<file path="config.mk">
export PLATFORM = sky130hd
export DESIGN_NAME = en_em_node
export DESIGN_NICKNAME = d
export VERILOG_FILES = /design/src/rtl/en_em_node_pkg.sv /design/src/rtl/en_em_node_edge_mem.sv /design/src/rtl/en_em_node.sv
export SDC_FILE = /design/constraint.sdc
export NUM_CORES = 1
export LEC_CHECK = 0
export BUFFER_PORTS_ARGS = -buffer_cell sky130_fd_sc_hd__clkbuf_2
export CORE_MARGIN = 2
export CORE_UTILIZATION = 57
export CTS_BUF_LIST = sky130_fd_sc_hd__clkbuf_4
export CTS_CLUSTER_DIAMETER = 100
export DETAILED_ROUTE_END_ITERATION = 7
export PLACE_DENSITY = 0.79
export RECOVER_POWER = 25
export SYNTH_ARGS = -nofsm -noshare
export SYNTH_HDL_FRONTEND = slang
export SYNTH_SLANG_ARGS = --single-unit
</file>
<file path="constraint.sdc">
create_clock -name CLK_D2S -period 2.85 [get_ports CLK_D2S]
set_input_delay 0.7125 -clock CLK_D2S [delete_from_list [all_inputs] [get_ports CLK_D2S]]
set_output_delay 0.7125 -clock CLK_D2S [all_outputs]
set_load 0.01 [all_outputs]
</file>
<file path="src/rtl/en_em_node_pkg.sv">
// Shared definitions for the stochastic equality node: width helper,
// counter midpoint and the per-cycle operating mode.
package en_em_node_pkg;

  typedef enum logic [1:0] {
    MODE_FREEZE = 2'd0,
    MODE_INIT   = 2'd1,
    MODE_NORMAL = 2'd2
  } node_mode_e;

  function automatic int clog2(input int value);
    int result;
    result = 0;
    while ((1 << result) < value) result++;
    return result;
  endfunction

  // Counter reset/preload value: exactly undecided, DEC reads 1.
  function automatic int cnt_mid(input int width);
    return 1 << (width - 1);
  endfunction

endpackage

</file>
<file path="src/rtl/en_em_node_edge_mem.sv">
// Edge memory: shift register of recent regenerative bits, newest at index 0,
// read back at a random address while the edge is in hold state.
module en_em_node_edge_mem
  import en_em_node_pkg::*;
#(
  parameter int EM_S = 8,
  parameter int AW   = 3
) (
  input  logic          CLK_D2S,
  input  logic          nRESET,
  input  logic          WE,
  input  logic          D,
  input  logic [AW-1:0] SEL,
  output logic          OUT
);

  generate
    if (EM_S < 2 || (1 << AW) != EM_S || clog2(EM_S) != AW) begin : g_bad_depth
      $error("en_em_node_edge_mem: EM_S must be a power of two >= 2 and equal 2**AW");
    end
  endgenerate

  logic [EM_S-1:0] mem_reg;

  always_ff @(posedge CLK_D2S or negedge nRESET) begin
    if (!nRESET) begin
      mem_reg <= '0;
    end else if (WE) begin
      mem_reg <= {mem_reg[EM_S-2:0], D};
    end
  end

  assign OUT = mem_reg[SEL];

endmodule

</file>
<file path="src/rtl/en_em_node.sv">
// Stochastic equality (variable) node with one edge memory per PCN edge and a
// saturating up/down hard-decision counter.
module en_em_node
  import en_em_node_pkg::*;
#(
  parameter int DEG   = 4,
  parameter int EM_S  = 8,
  parameter int AW    = 3,
  parameter int CNT_W = 4
) (
  input  logic              CLK_D2S,
  input  logic              nRESET,
  input  logic              INIT,
  input  logic              EN,
  input  logic              c,
  input  logic [DEG-1:0]    R,
  input  logic [DEG*AW-1:0] EM_SEL,
  output logic [DEG-1:0]    Q,
  output logic [DEG-1:0]    HOLD,
  output logic              DEC
);

  localparam int N_IN = DEG + 1;
  localparam int PW   = clog2(N_IN + 1);
  localparam logic [CNT_W-1:0] CNT_MID = CNT_W'(cnt_mid(CNT_W));
  localparam logic [CNT_W-1:0] CNT_MAX = '1;
  localparam logic [PW:0]      N_VAL   = (PW + 1)'(N_IN);

  generate
    if (DEG < 2 || CNT_W < 2) begin : g_bad_params
      $error("en_em_node: DEG and CNT_W must both be >= 2");
    end
  endgenerate

  node_mode_e mode;
  logic [DEG-1:0]   a1;
  logic [DEG-1:0]   u;
  logic [DEG-1:0]   em_we;
  logic [DEG-1:0]   em_d;
  logic [DEG-1:0]   em_out;
  logic [DEG-1:0]   q_reg, q_next;
  logic [DEG-1:0]   hold_reg, hold_next;
  logic [CNT_W-1:0] cnt_reg, cnt_next;
  logic [PW-1:0]    pop;
  logic [PW:0]      pop_x2;

  always_comb begin
    mode = MODE_NORMAL;
    if (!EN) begin
      mode = MODE_FREEZE;
    end else if (INIT) begin
      mode = MODE_INIT;
    end
  end

  genvar gi;
  generate
    for (gi = 0; gi < DEG; gi++) begin : g_edge
      // Forcing the own bit to the neutral value makes the AND extrinsic.
      localparam logic [DEG-1:0] SELF = DEG'(1) << gi;
      logic all_one;
      logic all_zero;

      assign all_one   = &(R | SELF);
      assign all_zero  = &(~R | SELF);
      assign a1[gi]    = c & all_one;
      assign u[gi]     = a1[gi] | (~c & all_zero);
      assign em_we[gi] = (mode == MODE_INIT) | ((mode == MODE_NORMAL) & u[gi]);
      assign em_d[gi]  = (mode == MODE_INIT) ? c : a1[gi];

      en_em_node_edge_mem #(
        .EM_S(EM_S),
        .AW  (AW)
      ) u_edge_mem (
        .CLK_D2S(CLK_D2S),
        .nRESET (nRESET),
        .WE     (em_we[gi]),
        .D      (em_d[gi]),
        .SEL    (EM_SEL[gi*AW +: AW]),
        .OUT    (em_out[gi])
      );
    end
  endgenerate

  always_comb begin
    pop = PW'(c);
    for (int i = 0; i < DEG; i++) begin
      pop = pop + PW'(R[i]);
    end
    pop_x2 = {pop, 1'b0};
  end

  always_comb begin
    q_next    = q_reg;
    hold_next = hold_reg;
    cnt_next  = cnt_reg;
    case (mode)
      MODE_INIT: begin
        q_next    = {DEG{c}};
        hold_next = '0;
        cnt_next  = CNT_MID;
      end
      MODE_NORMAL: begin
        // Edges that cannot regenerate replay a random past bit from their EM.
        for (int k = 0; k < DEG; k++) begin
          q_next[k]    = u[k] ? a1[k] : em_out[k];
          hold_next[k] = ~u[k];
        end
        if (pop_x2 > N_VAL && cnt_reg != CNT_MAX) begin
          cnt_next = cnt_reg + CNT_W'(1);
        end else if (pop_x2 < N_VAL && cnt_reg != '0) begin
          cnt_next = cnt_reg - CNT_W'(1);
        end
      end
      default: begin
      end
    endcase
  end

  always_ff @(posedge CLK_D2S or negedge nRESET) begin
    if (!nRESET) begin
      q_reg    <= '0;
      hold_reg <= '0;
      cnt_reg  <= CNT_MID;
    end else begin
      q_reg    <= q_next;
      hold_reg <= hold_next;
      cnt_reg  <= cnt_next;
    end
  end

  assign Q    = q_reg;
  assign HOLD = hold_reg;
  assign DEC  = cnt_reg[CNT_W-1];

endmodule

</file>
# --- Word level (Yosys, flattened, before mapping) ---
# Index checks and enable logic that the tools add are counted.
word_totals:
  regBits: 44
  latch_bits: 0
  ramBits: 0
  romBits: 0
  input_bits: 21
  out_inout_bits: 9
  wordCells: 85
  memories: 0
op_classes:
  addsub: 6
  multipliers: 0
  n_div: 0
  order_cmp: 6
  n_eq_ne: 4
  shift: 0
  mux: 23
  bitwise: 26
  reduce_logical: 13
ops:
  columns: ["cell", "n"]
  rows:
  - ["$pmux W4 S2", 3]
  - ["$reduce_and A3 Y1", 8]
  - ["$lt A3 B4 Y1 const B", 4]
  - ["$and A1 B1 Y1", 12]
  - ["$bmux W1 S3", 4]
  - ["$mux W1", 12]
  - ["$mux W4", 2]
  - ["$or A1 B1 Y1", 8]
  - ["$add A3 B1 Y3", 2]
  - ["$not A1 Y1", 5]
  - ["$add A4 B1 Y4 const B", 1]
  - ["$gt A4 B3 Y1 const B", 1]
  - ["$lt A4 B3 Y1 const B", 1]
  - ["$mux W2", 2]
  - ["$ne A4 B4 Y1 const B", 1]
  - ["$not A4 Y4", 1]
  - ["$reduce_bool A4 Y1", 1]
  - ["$sub A4 B1 Y4 const B", 1]
  - ["$add A2 B1 Y3", 1]
  - ["$ne A3 B1 Y1 const B", 1]
  - ["$add A1 B1 Y2", 1]
  - ["$eq A2 B1 Y1 const B", 1]
  - ["$eq A2 B2 Y1 const B", 1]
  - ["$logic_and A1 B1 Y1", 2]
  - ["other kinds (2)", 2]

# --- Longest topological paths before layout ---
depth:
  word_depth: 9
  ltp_mapped: 14
  mapped_depth_nobuf: 14

# --- Modules after synthesis ---
# Synthesis repeated with hierarchy kept, for this count alone.
hier_totals:
  hier_cells: 194
  hier_area_um2: 2431.1
by_module_without_submodules:
  columns: ["mod", "n_inst", "cells_each", "area_per_inst_um2", "seq_area_each_um2"]
  rows:
  - ["en_em_node_edge_mem", 4, 20, 357.8, 200.2]
  - ["en_em_node", 1, 114, 999.7, 301.5]

# --- Least setup slack after synthesis ---
# No wires, ideal clock.
synth_timing:
  path_kind: "in2reg"
  start: "in R[0]"
  end: "reg cnt_reg[3]"
  setup_time_ns: 0.089
  arrival_time_ns: 3.269
  t_required_ns: 2.761
  setup_slack_ns: -0.508
  cell_stages: 14
  path_buffers: 0
  path_cell_list: "fa_1 -> inv_1 -> fa_1 -> inv_1 -> ha_1 -> nand2b_1 -> a21oi_1 -> inv_1 -> ha_1 -> a21o_1 -> a21oi_1 -> mux2i_1 -> nor3_1 -> a211oi_1"
synth_between:
  elab_chain_len: 8
  word_cells_on_any_way: 12
  classes_between: "add/sub (4); order compare (2); eq/ne (1); mux (2); reduce/logical (3)"
synth_rtl:
  columns: ["element", "line", "text"]
  rows:
  - ["start, declared", "en_em_node.sv:16", "input logic [DEG-1:0] R,"]
  - ["$add A1 B1 Y2 (*)", "en_em_node.sv:88", "pop = pop + PW'(R[i]);"]
  - ["$add A2 B1 Y3 (*)", "en_em_node.sv:88", null]
  - ["$add A3 B1 Y3 (*) (2 in series)", "en_em_node.sv:88", null]
  - ["$gt A4 B3 Y1 / $lt A4 B3 Y1 (equally long branches)", "en_em_node.sv:109, en_em_node.sv:111", null]
  - ["$logic_and A1 B1 Y1 (on tied branches)", "en_em_node.sv:109, en_em_node.sv:111", null]
  - ["$mux W4 / $ne A3 B1 Y1 (equally long branches)", null, null]
  - ["$pmux W4 S2 / $reduce_and A2 Y1 (equally long branches)", null, null]
  - ["end signal, assigned", "en_em_node.sv:128", "cnt_reg <= cnt_next;"]
  - ["end, declared", "en_em_node.sv:43", "logic [CNT_W-1:0] cnt_reg, cnt_next;"]
# Every way passes the cells marked *; elsewhere a longest branch is shown, timed or not.
# A chain may end at the register's enable or synchronous reset.

# --- Final worst setup path ---
layout_timing:
  start: "in R[3]"
  end: "reg cnt_reg[3]"
layout_between:
  elab_chain_len: 5
  word_cells_on_any_way: 9
  classes_between: "add/sub (1); order compare (2); eq/ne (1); mux (2); reduce/logical (3)"
layout_rtl:
  columns: ["element", "line"]
  rows:
  - ["$add A3 B1 Y3 (*)", "en_em_node.sv:88"]
  - ["$gt A4 B3 Y1 / $lt A4 B3 Y1 (equally long branches)", "en_em_node.sv:109, en_em_node.sv:111"]
  - ["$logic_and A1 B1 Y1 (on tied branches)", "en_em_node.sv:109, en_em_node.sv:111"]
  - ["$mux W4 / $ne A3 B1 Y1 (equally long branches)", null]
  - ["$pmux W4 S2 / $reduce_and A2 Y1 (equally long branches)", null]
# Marks and branches as above.

==> results.cfg <==
[clock_tree]
cts_tree = built
clk_pin_slew_ps = 130
cts_buffers = 5
htree_num_levels = 2
clkSinkCount = 44
insertion_delay_ps = 360
hold_buffers = 0
clockBufferDepth = 2
cts-root-buf = clkbuf_4

[yosys]
synth_area_leader_cell = dfrtp_1
syn-instance-count = 190
synth-seq-cells = 44
avgSynthCellArea_um2 = 12.8
yosys_warnings = 0
synth_edf_count = 0
synth_cell_types = 40
synthesis.area_um2 = 2430
synth_top_area_share_pct = 44.2
syn_nets = 219
synth_area_leaders = dfrtp_1, mux2_4, mux4_2
synthFlopType = dfrtp_1
synthArstFlopShare_pct = 100
yosysSeqAreaShare_pct = 45.3

[timing]
post-route-period-util_pct = 108
finClkSkew_ps = 13.7
fin_crit_ps = 3070
slew_headroom_pct = 44.7
worst_slack_ps = -218
max_freq_mhz = 326
finalSetupViolCount = 1
rsz0062_at_grt = yes
worst_pin_slew_ps = 830
maxSlewViolCount = 0
hold_violations = 0

[placement]
gp_congestion = 0.787
dp.cells = 275
post_dp_cell_area_um2 = 2710
io_buffers = 29
dpl.hpwl_mm = 3.12

[critical_path]
crit_path_start = R[3]
crit_path_end = cnt_reg[3]$_DFFE_PN1P_
critPathTopFamily = adder cells
ff2ff_path_depth = 9
max_stage_delay_ps = 560
r2r_end = cnt_reg[3]$_DFFE_PN1P_
path_max_fanout = 2
critPathSlowestCell = fa_1
required_ps = 3130
critical_path_depth = 15
cp_cell_sequence = buf_6 > fa_1 > inv_2 > fa_2 > inv_2 > ha_4 > nand2b_4 > a21oi_4 > inv_2 > ha_4 > a21o_1 > a21oi_2 > mux2i_1 > nor3_1 > a211oi_1
path_buf_inv = 4
crit_type = in -> reg
start_kind = input port
arrival_ps = 3350
r2r_start = cnt_reg[3]$_DFFE_PN1P_
crit_top_cell = inv_2
regToRegSetupSlack_ps = 700
endpoint_kind = register

[detailed_routing]
viasPerCell = 5.61
vias = 1604
drtIter0Drc = 71
drc = 0
ant_nets = 0
routedWlPerCell_um = 15.3
routed_wl_mm = 4.37
first_pass_iters = 4

[grt]
first_global_vias = 1664
antenna_found_initial = 0
grt_max_degree = 28
track_usage_pct = 19.6
grt_pass1_wl_mm = 7.47
grt_overflow = 0

[pwr]
p_per_area_nw_per_um2 = 725
leakage_nw = 1.36
vdd_drop_max_mv = 0.514

[floorplan]
die_h_um = 69.3
fp-row-count = 23
initial_core_util_pct = 59.9
die_w_um = 69.3
core_um2 = 4060
dieArea_um2 = 4810
io_pins = 30

[finish]
largest_register_ffs = 32
nNetsFinal = 264
area_growth_pct = 16.7
finish.instance_area_um2 = 2840
antenna_cells = 0
stdcell_count = 286
layout-drive-gt1-share_pct = 42.8

[run]
maxCapViolations = 0

[min_path]
hold_path_class = in -> async

[outcome]
outcome = finished with violations
violations = negative setup slack
## through the flow
stage | TNS, ps | worst slack (ps) | power, mW | util [%] | hold WS [ps]
2_1_floorplan | -329 | -329 | 1.50 | - | 417
3_3_place_gp | -938 | -439 | 1.68 | 66.9 | 467
3_5_place_dp | -1150 | -528 | 1.71 | 66.9 | 469
4_1_cts | -148 | -148 | 2.02 | 68.3 | 208
5_1_grt | -318 | -318 | 2.21 | 69.9 | 340
6_report | -218 | -218 | 2.06 | 69.9 | 322
## what timing repair did
item / CTS / global route
setup buffers: 1 / 2
cloned: 0 / 0
pin swaps: 0 / 9
resized for setup: 0 / 11
setup endpoints to repair: 1 / 1
## worst min path at each step
stage,cells past startpoint,endpoint,start
after floorplan,0,HOLD[0]$_DFFE_PN0P_,nRESET
after global placement,1,HOLD[2]$_DFFE_PN0P_,HOLD[2]$_DFFE_PN0P_
after detailed placement,1,HOLD[1]$_DFFE_PN0P_,HOLD[1]$_DFFE_PN0P_
after CTS,1,cnt_reg[2]$_DFFE_PN0P_,nRESET
after global routing,1,cnt_reg[2]$_DFFE_PN0P_,nRESET
final,1,cnt_reg[2]$_DFFE_PN0P_,nRESET
## cells in the final DEF (no fill, tap or decap), drive strengths merged, types with 4 or more instances in the layout
cell type / count
a21oi: 8
buf: 16
clkbuf: 34
dfrtp: 43
ha: 5
inv: 13
mux2: 28
mux2i: 7
mux4: 8
nand2: 13
nor2: 4
o21a: 5
o21ai: 17
## cell families after synthesis
logic type | after synthesis | share of synthesized area (%)
flops | 44 | 45.3
mux | 43 | 26.5
compound gates | 42 | 11.4
simple gates | 32 | 7.77
buf+inv | 20 | 3.65
fa+ha+maj | 8 | 5.04
xor+xnor | 1 | 0.360
## per-layer routing
layer / wire (µm) / track usage, %
met3: 143 / 5.09
met2: 2090 / 30.3
met1: 2060 / 26.8
met5: 0 / 0
met4: 78 / 6.75
## area by class of cell
class                           instances  area [µm²]
Clock inverter                          3        13.8
Clock buffer                            5        37.5
Inverter                               13        51.3
Tap cell                               50        62.6
Fill cell                             286        1220
Timing Repair Buffer                   45         267
Sequential cell                        44        1100
Multi-Input combinational cell        126        1300
## power breakdown
group,internal (mW),switching [mW],total (mW)
sequential,0.840,0.172,1.01
clock,0.0908,0.195,0.285
combinational,0.479,0.280,0.760
## cells in the mapped netlist, drive strengths merged (2+ instances only)
library cell and n:
a211oi 2, a21o 2, a21oi 8, and3 3, buf 4, clkbuf 3
dfrtp 43, fa 3, ha 5, inv 13, mux2 28, mux2i 7
mux4 8, nand2 13, nand2b 2, nor2 4, nor2b 2, nor3 3
nor4 3, o21a 5, o21ai 17, o22ai 3
Note: power is estimated with default switching activity, not from simulation.
